$ cat src/rtl/bin2bcd_pkg.sv
// ============================================================================
// Module   : bin2bcd_pkg
// Brief    : Shared state encoding and BCD constants for bin2bcd_iter.
// Revision : 1.0
// ============================================================================
`default_nettype none

package bin2bcd_pkg;

  typedef enum logic [1:0] {
    IDLE  = 2'd0,
    SHIFT = 2'd1,
    DONE  = 2'd2
  } state_t;

  localparam int         BCD_W    = 4;
  localparam logic [3:0] BCD_NINE = 4'd9;

endpackage

`default_nettype wire

$ cat src/rtl/bin2bcd_iter_digit_adj.sv
// ============================================================================
// Module   : bcd_digit_adj
// Brief    : Double-dabble digit correction: adds 3 to any digit of 5 or more.
// Revision : 1.0
// ============================================================================
`default_nettype none

module bcd_digit_adj (
  input  logic [3:0] digit,
  output logic [3:0] adj
);

  assign adj = (digit >= 4'd5) ? digit + 4'd3 : digit;

endmodule

`default_nettype wire

$ cat src/rtl/bin2bcd_iter.sv
// ============================================================================
// Module   : bin2bcd_iter
// Brief    : Iterative (one bit per clock) binary-to-BCD converter with a
//            valid/ready handshake on both sides.
//            Define BIN2BCD_OVF_SAT_EN to saturate bcd to all nines and
//            report ovf when the input exceeds the digit range.
// Revision : 1.0
// ============================================================================
`default_nettype none

module bin2bcd_iter
  import bin2bcd_pkg::*;
#(
  parameter int DIN_W  = 6,
  parameter int DIGITS = 2
) (
  input  logic                  clk,
  input  logic                  rst,
  input  logic                  in_valid,
  output logic                  in_ready,
  input  logic [DIN_W-1:0]      din,
  output logic                  out_valid,
  input  logic                  out_ready,
  output logic [4*DIGITS-1:0]   bcd,
  output logic                  ovf
);

  localparam int ACC_W = BCD_W * DIGITS;
  localparam int CNT_W = $clog2(DIN_W + 1);

  state_t                   r_state;
  state_t                   w_next;
  logic [ACC_W-1:0]         r_acc;
  logic [ACC_W-1:0]         w_adj;
  logic [DIN_W-1:0]         r_sr;
  logic [CNT_W-1:0]         r_cnt;
  logic [ACC_W+DIN_W-1:0]   w_shl;
  logic                     w_accept;
  logic                     w_last;

  assign w_accept  = (r_state == IDLE) && in_valid;
  assign w_last    = (r_cnt == CNT_W'(1));
  assign in_ready  = (r_state == IDLE);
  assign out_valid = (r_state == DONE);

  generate
    for (genvar g = 0; g < DIGITS; g++) begin : g_digit
      bcd_digit_adj u_adj (
        .digit (r_acc[g*BCD_W +: BCD_W]),
        .adj   (w_adj[g*BCD_W +: BCD_W])
      );
    end
  endgenerate

  // Bits pushed past the top digit fall off here, which leaves din modulo 10^DIGITS.
  assign w_shl = {w_adj, r_sr} << 1;

  always_ff @(posedge clk or posedge rst) begin
    if (rst) begin
      r_state <= IDLE;
    end else begin
      r_state <= w_next;
    end
  end

  always_comb begin
    w_next = r_state;
    case (r_state)
      IDLE:    if (in_valid)  w_next = SHIFT;
      SHIFT:   if (w_last)    w_next = DONE;
      DONE:    if (out_ready) w_next = IDLE;
      default: w_next = IDLE;
    endcase
  end

  always_ff @(posedge clk or posedge rst) begin
    if (rst) begin
      r_acc <= '0;
      r_sr  <= '0;
      r_cnt <= '0;
    end else if (w_accept) begin
      r_acc <= '0;
      r_sr  <= din;
      r_cnt <= CNT_W'(DIN_W);
    end else if (r_state == SHIFT) begin
      {r_acc, r_sr} <= w_shl;
      r_cnt         <= r_cnt - CNT_W'(1);
    end
  end

`ifdef BIN2BCD_OVF_SAT_EN
  logic r_ovf;

  // Sticky: any 1 leaving the top digit means din >= 10^DIGITS.
  always_ff @(posedge clk or posedge rst) begin
    if (rst) begin
      r_ovf <= 1'b0;
    end else if (w_accept) begin
      r_ovf <= 1'b0;
    end else if ((r_state == SHIFT) && w_adj[ACC_W-1]) begin
      r_ovf <= 1'b1;
    end
  end

  assign bcd = r_ovf ? {DIGITS{BCD_NINE}} : r_acc;
  assign ovf = r_ovf;
`else
  assign bcd = r_acc;
  assign ovf = 1'b0;
`endif

endmodule

`default_nettype wire

$ cat config.mk
export PLATFORM = sky130hd
export DESIGN_NAME = bin2bcd_iter
export DESIGN_NICKNAME = d
export VERILOG_FILES = /design/src/rtl/bin2bcd_pkg.sv /design/src/rtl/bin2bcd_iter_digit_adj.sv /design/src/rtl/bin2bcd_iter.sv
export SDC_FILE = /design/constraint.sdc
export NUM_CORES = 1
export LEC_CHECK = 0
export CORE_ASPECT_RATIO = 0.8
export CORE_MARGIN = 3
export CORE_UTILIZATION = 45
export CTS_BUF_LIST = sky130_fd_sc_hd__clkbuf_16
export DETAILED_ROUTE_END_ITERATION = 10
export HOLD_SLACK_MARGIN = 0.08
export PLACE_DENSITY_LB_ADDON = 0.2
export REMOVE_ABC_BUFFERS = 1
export SYNTH_ARGS = -nofsm -noshare
export SYNTH_HDL_FRONTEND = slang
export SYNTH_SLANG_ARGS = --single-unit
$ cat constraint.sdc
create_clock -name clk -period 1.4 [get_ports clk]
set_input_delay 0.21 -clock clk [delete_from_list [all_inputs] [get_ports clk]]
set_output_delay 0.21 -clock clk [all_outputs]
set_load 0.01 [all_outputs]
==> results of run 1 <==
## registers in the layout, summed over array words and instances (netlist names)
signal	count
r_state	2
r_cnt	3
bcd	8
r_sr	6
## final timing paths
check                           to  slack (ns)  cells after the start
max                         bcd[4]        0.03                      1
min                         bcd[0]        0.28                      3
max reg2reg                 bcd[6]        0.09                      5
min reg2reg                r_sr[5]        0.50                      2
max in group asynchronous  r_sr[4]        0.91                      3
min in group clk           r_sr[5]        0.50                      2
## cells by family (layout without fill, tap and decap cells)
| family | Yosys count | in the layout | synth area share [%] |
|---|---|---|---|
| compound gates | 34 | 34 | 25.85 |
| buf+inv | 18 | 51 | 8.537 |
| other cells | 1 | 1 | 0.3505 |
| fa+ha+maj | 6 | 6 | 7.017 |
| flops | 19 | 19 | 44.44 |
| simple gates | 29 | 29 | 12.98 |
| xor+xnor | 1 | 1 | 0.8189 |
## power breakdown
part           switching (W)  internal, W  total (W)  leakage [nW]
Combinational       0.000909     0.000906    0.00182         0.431
Clock               0.000202     0.000383   0.000585        0.0409
Sequential          0.000175     0.000779   0.000954         0.241
## through the flow
stage | utilization, % | hold WS [ns] | std cells | total power, W | worst slack (ns)
3_5_place_dp | 60.45 | 0.4859 | 159 | 0.002623 | -0.08607
2_1_floorplan | - | 0.1611 | 103 | 0.001952 | 0.02958
5_1_grt | 66.33 | 0.3193 | 166 | 0.003611 | 0.008718
3_3_place_gp | 60.45 | 0.4766 | 159 | 0.002560 | -0.01514
4_1_cts | 65.03 | 0.2929 | 166 | 0.003274 | 0.004077
6_report | 66.33 | 0.2831 | 166 | 0.003354 | 0.02871
## metal layers
layer | vias to the layer above | share of wire, % | track usage [%]
li1 | 440 | - | -
met1 | 463 | 48 | 23.77
met2 | 18 | 49 | 28.96
met3 | 2 | 2.8 | 4.974
met4 | 0 | 0.47 | 4.693
met5 | - | 0 | 0
## cell usage after synthesis, types with 3 or more instances
cell type,n
nand2_1,15
ha_1,6
nand3b_1,3
inv_1,11
o21ai_1,6
o31ai_1,3
o2111ai_1,4
nor2b_1,4
nor2_1,4
a22o_1,4
a22oi_1,6
o211ai_2,4
dfrtp_1,19
## final cells by class
cell class / instances / area, um^2 / area share, %
multi-input combinational: 71 / 535.5 / 36.46
sequential: 19 / 475.5 / 32.37
timing repair buffer: 34 / 297.8 / 20.27
clock buffer: 3 / 75.07 / 5.111
inverter: 13 / 48.80 / 3.322
tap: 25 / 31.28 / 2.129
clock inverter: 1 / 5.005 / 0.3407
## timing repair
action,4_1_cts,5_1_grt
pin swaps,2,2
resized for setup,10,7
buffers inserted,3,0
endpoints found under the setup margin,11,7
==> qor.csv, run 1 <==
stage,metric,value,unit
run_status,status,"finished, final reports clean",
timing,skew,0.001097,ns
floorplan,dieArea,3002,um^2
logic_synthesis,ys_async_sr_fraction,100.0,%
critical_path,crit_chain,clkdlybuf4s50_1,
logic_synthesis,netlist_area,1070,um^2
cells_and_area,fin_area,1469,um^2
critical_path,required,1.19,ns
min_path,hold_path_class,primary input to asynchronous set/reset pin,
routing,antenna_left,0,
logic_synthesis,syn_inst,108,
critical_path,crit_type,register to output port,
critical_path,crit_start,bcd[4],
grt,grt_usage,18.04,%
logic_synthesis,yosysTopAreaCell,dfrtp_1,
floorplan,ios,21,
floorplan,num_rows,15,
critical_path,critPathMaxStageDelay,0.55,ns
placement,io_buffers,19,
critical_path,critical-path-slowest-cell,clkdlybuf4s50_1,
critical_path,cp-start-kind,register,
logic_synthesis,synth_area_leaders,"dfrtp_1 (44%), ha_1 (7.0%), nand2_1 (5.3%)",
timing,setup_viol,0,
timing,fin_crit,1.371,ns
logic_synthesis,seq_area_frac_synth,44.44,%
cells_and_area,area_delta_synth_final,37.31,%
timing,maxSlewViolCount,0,
cells_and_area,final_cell_mix,"dfrtp_1 (19), nand2_1 (15), buf_4 (15)",
routing,first_pass_iters,4,
power_and_ir_drop,p_per_area,2284,nW/um^2
timing,max_freq,729.2,MHz
run,maxCapViolCount,0,
floorplan,core-area,2215,um^2
floorplan,die_h,49.61,um
logic_synthesis,synth_cell_types,26,
timing,setup_tns,0,ns
clocking,hold_buffers,0,
placement,place_hpwl,1769,um
clocking,clkTransAtPathRegs,0.05,ns
grt,grt_pass1_vias,918,
routing,wirelength,2527,um
logic_synthesis,synthFlopType,dfrtp_1,
grt,grt_max_degree,20,
placement,gp_congestion,0.8539,
floorplan,start_util,48.31,%
power_and_ir_drop,p_leak,0.7127,nW
logic_synthesis,synth_top_area_share,44.44,%
critical_path,crit_path_end_kind,output port,
timing,hold_violations,0,
grt,grt_pass1_wl,4091,um
grt,grt-ovfl-total,0,
logic_synthesis,synth-seq-cells,19,
clocking,cts.path.max_buffers,2,
clocking,clk_latency,0.25,ns
cells_and_area,final_common_cell,dfrtp_1,
timing,fin_crit_sh,97.95,%
clocking,clock-sinks,19,
routing,drc_errors,0,
timing,rsz0062_at_grt,false,
critical_path,path_buf_inv,1,
floorplan,die_w,60.51,um
clocking,clock-root-buffer,clkbuf_16,
placement,place_area,1339,um^2
clocking,cts_tree,done,
critical_path,timing.rr.start,bcd[5],
power_and_ir_drop,ir_worst_vdd,1.056,mV
cells_and_area,fillers,188,
critical_path,arrival,1.16,ns
cells_and_area,fin_nets,158,
routing,vias,923,
grt,antenna_found_initial,0,
cells_and_area,diodes,0,
routing,dr.first_iter.drc_count,34,
routing,wl_per_cell,15.22,um
logic_synthesis,synth_enable_flop_cells,0,
critical_path,worstPathMaxFanout,3,
clocking,numCtsBuffers,3,
logic_synthesis,ys_warn_count,0,
cells_and_area,drive_above_1_share,24.11,%
clocking,htree_levels,1,
logic_synthesis,synth.avg_cell_area,9.905,um^2
critical_path,crit_family,buffers and inverters,
routing,viasPerCell,5.560,
No activity file was read; power rests on OpenSTA's default activity.
==> run 2: changes to the inputs <==
--- a/config.mk
+++ b/config.mk
@@ -12,2 +12,3 @@
 export DETAILED_ROUTE_END_ITERATION = 10
+export GPL_TIMING_DRIVEN = 0
 export HOLD_SLACK_MARGIN = 0.08
@@ -17,2 +18,3 @@
 export SYNTH_HDL_FRONTEND = slang
+export SYNTH_HIERARCHICAL = 1
 export SYNTH_SLANG_ARGS = --single-unit
==> constraint.sdc (replaced) <==
create_clock -name clk -period 1.4 [get_ports clk]
set_input_delay 0.14 -clock clk [delete_from_list [all_inputs] [get_ports clk]]
set_output_delay 0.14 -clock clk [all_outputs]
set_load 0.01 [all_outputs]
==> qor.csv, run 2 <==
stage,metric,value,unit,change
run_status,status,finished with violations,,
run_status,violations,negative setup slack,,
timing,max_freq,708.4,MHz,-2.9%
routing,first_pass_iters,4,,unchanged
placement,gp_congestion,0.7547,,-12%
floorplan,start_util,48.49,%,+0.18 points
routing,wl_per_cell,15.40,um,+1.2%
timing,skew,0.004525,ns,+0.003428 ns
critical_path,crit_start,bcd[1],,
timing,setup_slack,-0.01169,ns,-0.04040 ns
timing,slew_headroom,51.95,%,
power_and_ir_drop,totalPowerFinal,0.003660,W,+9.1%
logic_synthesis,syn_inst,102,,-5.6%
critical_path,arrival,1.60,ns,+0.44 ns
timing,worst_pin_slew,0.7199,ns,
grt,grt_pass1_wl,3788,um,-7.4%
timing,setup_viol,1,,+1
cells_and_area,fin_nets,150,,-5.1%
floorplan,die_h,49.51,um,-0.21%
clocking,hold_buffers,0,,unchanged
critical_path,cp-start-kind,register,,
grt,grt_usage,16.71,%,-1.3 points
power_and_ir_drop,p_per_area,2418,nW/um^2,+5.9%
routing,antenna_left,0,,unchanged
timing,fin_crit,1.412,ns,+0.04040 ns
cells_and_area,diodes,0,,unchanged
routing,wirelength,2433,um,-3.7%
placement,dp_slack,-0.3103,ns,-0.2242 ns
clocking,numCtsBuffers,3,,unchanged
critical_path,timing.rr.start,bcd[1],,
floorplan,core-area,2196,um^2,-0.85%
clocking,clock-root-buffer,clkbuf_16,,
clocking,clock-sinks,19,,unchanged
timing,fin_crit_sh,100.8,%,+2.9 points
routing,viasPerCell,5.519,,-0.74%
cells_and_area,drive_above_1_share,30.83,%,+6.7 points
logic_synthesis,netlist_area,1065,um^2,-0.47%
cells_and_area,area_delta_synth_final,42.19,%,
critical_path,crit_type,register to register,,
clocking,cts.path.max_buffers,2,,unchanged
power_and_ir_drop,ir_worst_vdd,2.022,mV,+92%
logic_synthesis,ys_warn_count,6,,+6
power_and_ir_drop,p_leak,0.7004,nW,-1.7%
critical_path,crit_path_end_kind,register,,
floorplan,die_w,60.39,um,-0.21%
grt,grt-ovfl-total,0,,unchanged
timing,setup_tns,-0.01169,ns,-0.01169 ns
routing,vias,872,,-5.5%
critical_path,worstPathMaxFanout,3,,unchanged
cells_and_area,final_common_cell,clkdlybuf4s50_1,,
clocking,clkTransAtPathRegs,0.06,ns,about the same
clocking,cts_tree,done,,
run,maxCapViolCount,0,,unchanged
cells_and_area,final_cell_mix,"clkdlybuf4s50_1 (16), buf_4 (14), dfrtp_1 (12)",,
clocking,htree_levels,1,,unchanged
logic_synthesis,synth.avg_cell_area,10.44,um^2,+5.4%
placement,io_buffers,19,,unchanged
timing,maxSlewViolCount,0,,unchanged
cells_and_area,largest_reg_flops,8,,unchanged
timing,hold_violations,0,,unchanged
grt,grt_max_degree,20,,unchanged
grt,antenna_found_initial,0,,unchanged
cells_and_area,fin_area,1514,um^2,+3.1%
routing,drc_errors,0,,unchanged
placement,place_hpwl,1384,um,-22%
grt,grt_pass1_vias,809,,-12%
timing,rsz0062_at_grt,true,,
placement,place_area,1230,um^2,-8.1%
floorplan,num_rows,15,,unchanged
min_path,hold_path_class,primary input to asynchronous set/reset pin,,
cells_and_area,fillers,164,,-13%
timing,timing.hold.ws,0.3181,ns,+0.03493 ns
floorplan,ios,21,,unchanged
critical_path,required,1.59,ns,+0.40 ns
floorplan,dieArea,2989,um^2,-0.42%
routing,dr.first_iter.drc_count,27,,-21%
clocking,clk_latency,0.25,ns,about the same
## run 2: area by class of cell
class                   instances  area (um^2)  share of cell area, %
flip-flops and latches         19        484.2                  31.98
well taps                      25        31.28                  2.066
repair buffers                 33        295.3                  19.50
inverters                      14        52.55                  3.471
clock buffers                   3        75.07                  4.959
multi-input cells              63        570.5                  37.69
clock inverters                 1        5.005                 0.3306
## run 2: worst paths after layout
path,to,slack (ns),cells after the start
max,bcd[2],-0.01,6
min,bcd[4],0.32,2
max reg2reg,bcd[2],-0.01,6
min reg2reg,r_sr[0],0.49,1
max in group asynchronous,r_state[0],0.58,2
min in group clk,r_state[1],0.45,2
## run 2: worst max-delay path: stages (launching register included)
cell and delay [ns]:
dfrtp_1 0.38, inv_2 0.08, ha_4 0.15, nand2b_4 0.15, a21oi_4 0.20, mux2i_1 0.22
a22o_1 0.16
## run 2: report_power, final
part | leakage (nW) | total, W | internal, W | switching, W
Combinational | 0.436 | 0.00201 | 0.00111 | 0.000903
Clock | 0.0409 | 0.000587 | 0.000383 | 0.000204
Sequential | 0.223 | 0.00106 | 0.000817 | 0.000242
## run 2: repair_timing
item	CTS	global route
pin swaps	2	5
setup buffers	10	4
resized for setup	9	19
gates cloned	0	0
setup endpoints to repair	18	5
## run 2: layer usage
metal	share of wire, %	vias up	track usage (%)
met5	0	-	0
met4	0.95	0	1.107
met3	4.0	4	4.712
met2	51	20	26.26
met1	44	430	23.88
li1	-	418	-
## run 2: per-stage QoR
stage / std cells / util (%)
after floorplan: 96 / -
after global placement: 140 / 56.01
after detailed placement: 140 / 56.01
after CTS: 154 / 63.42
after global routing: 158 / 68.95
final: 158 / 68.95
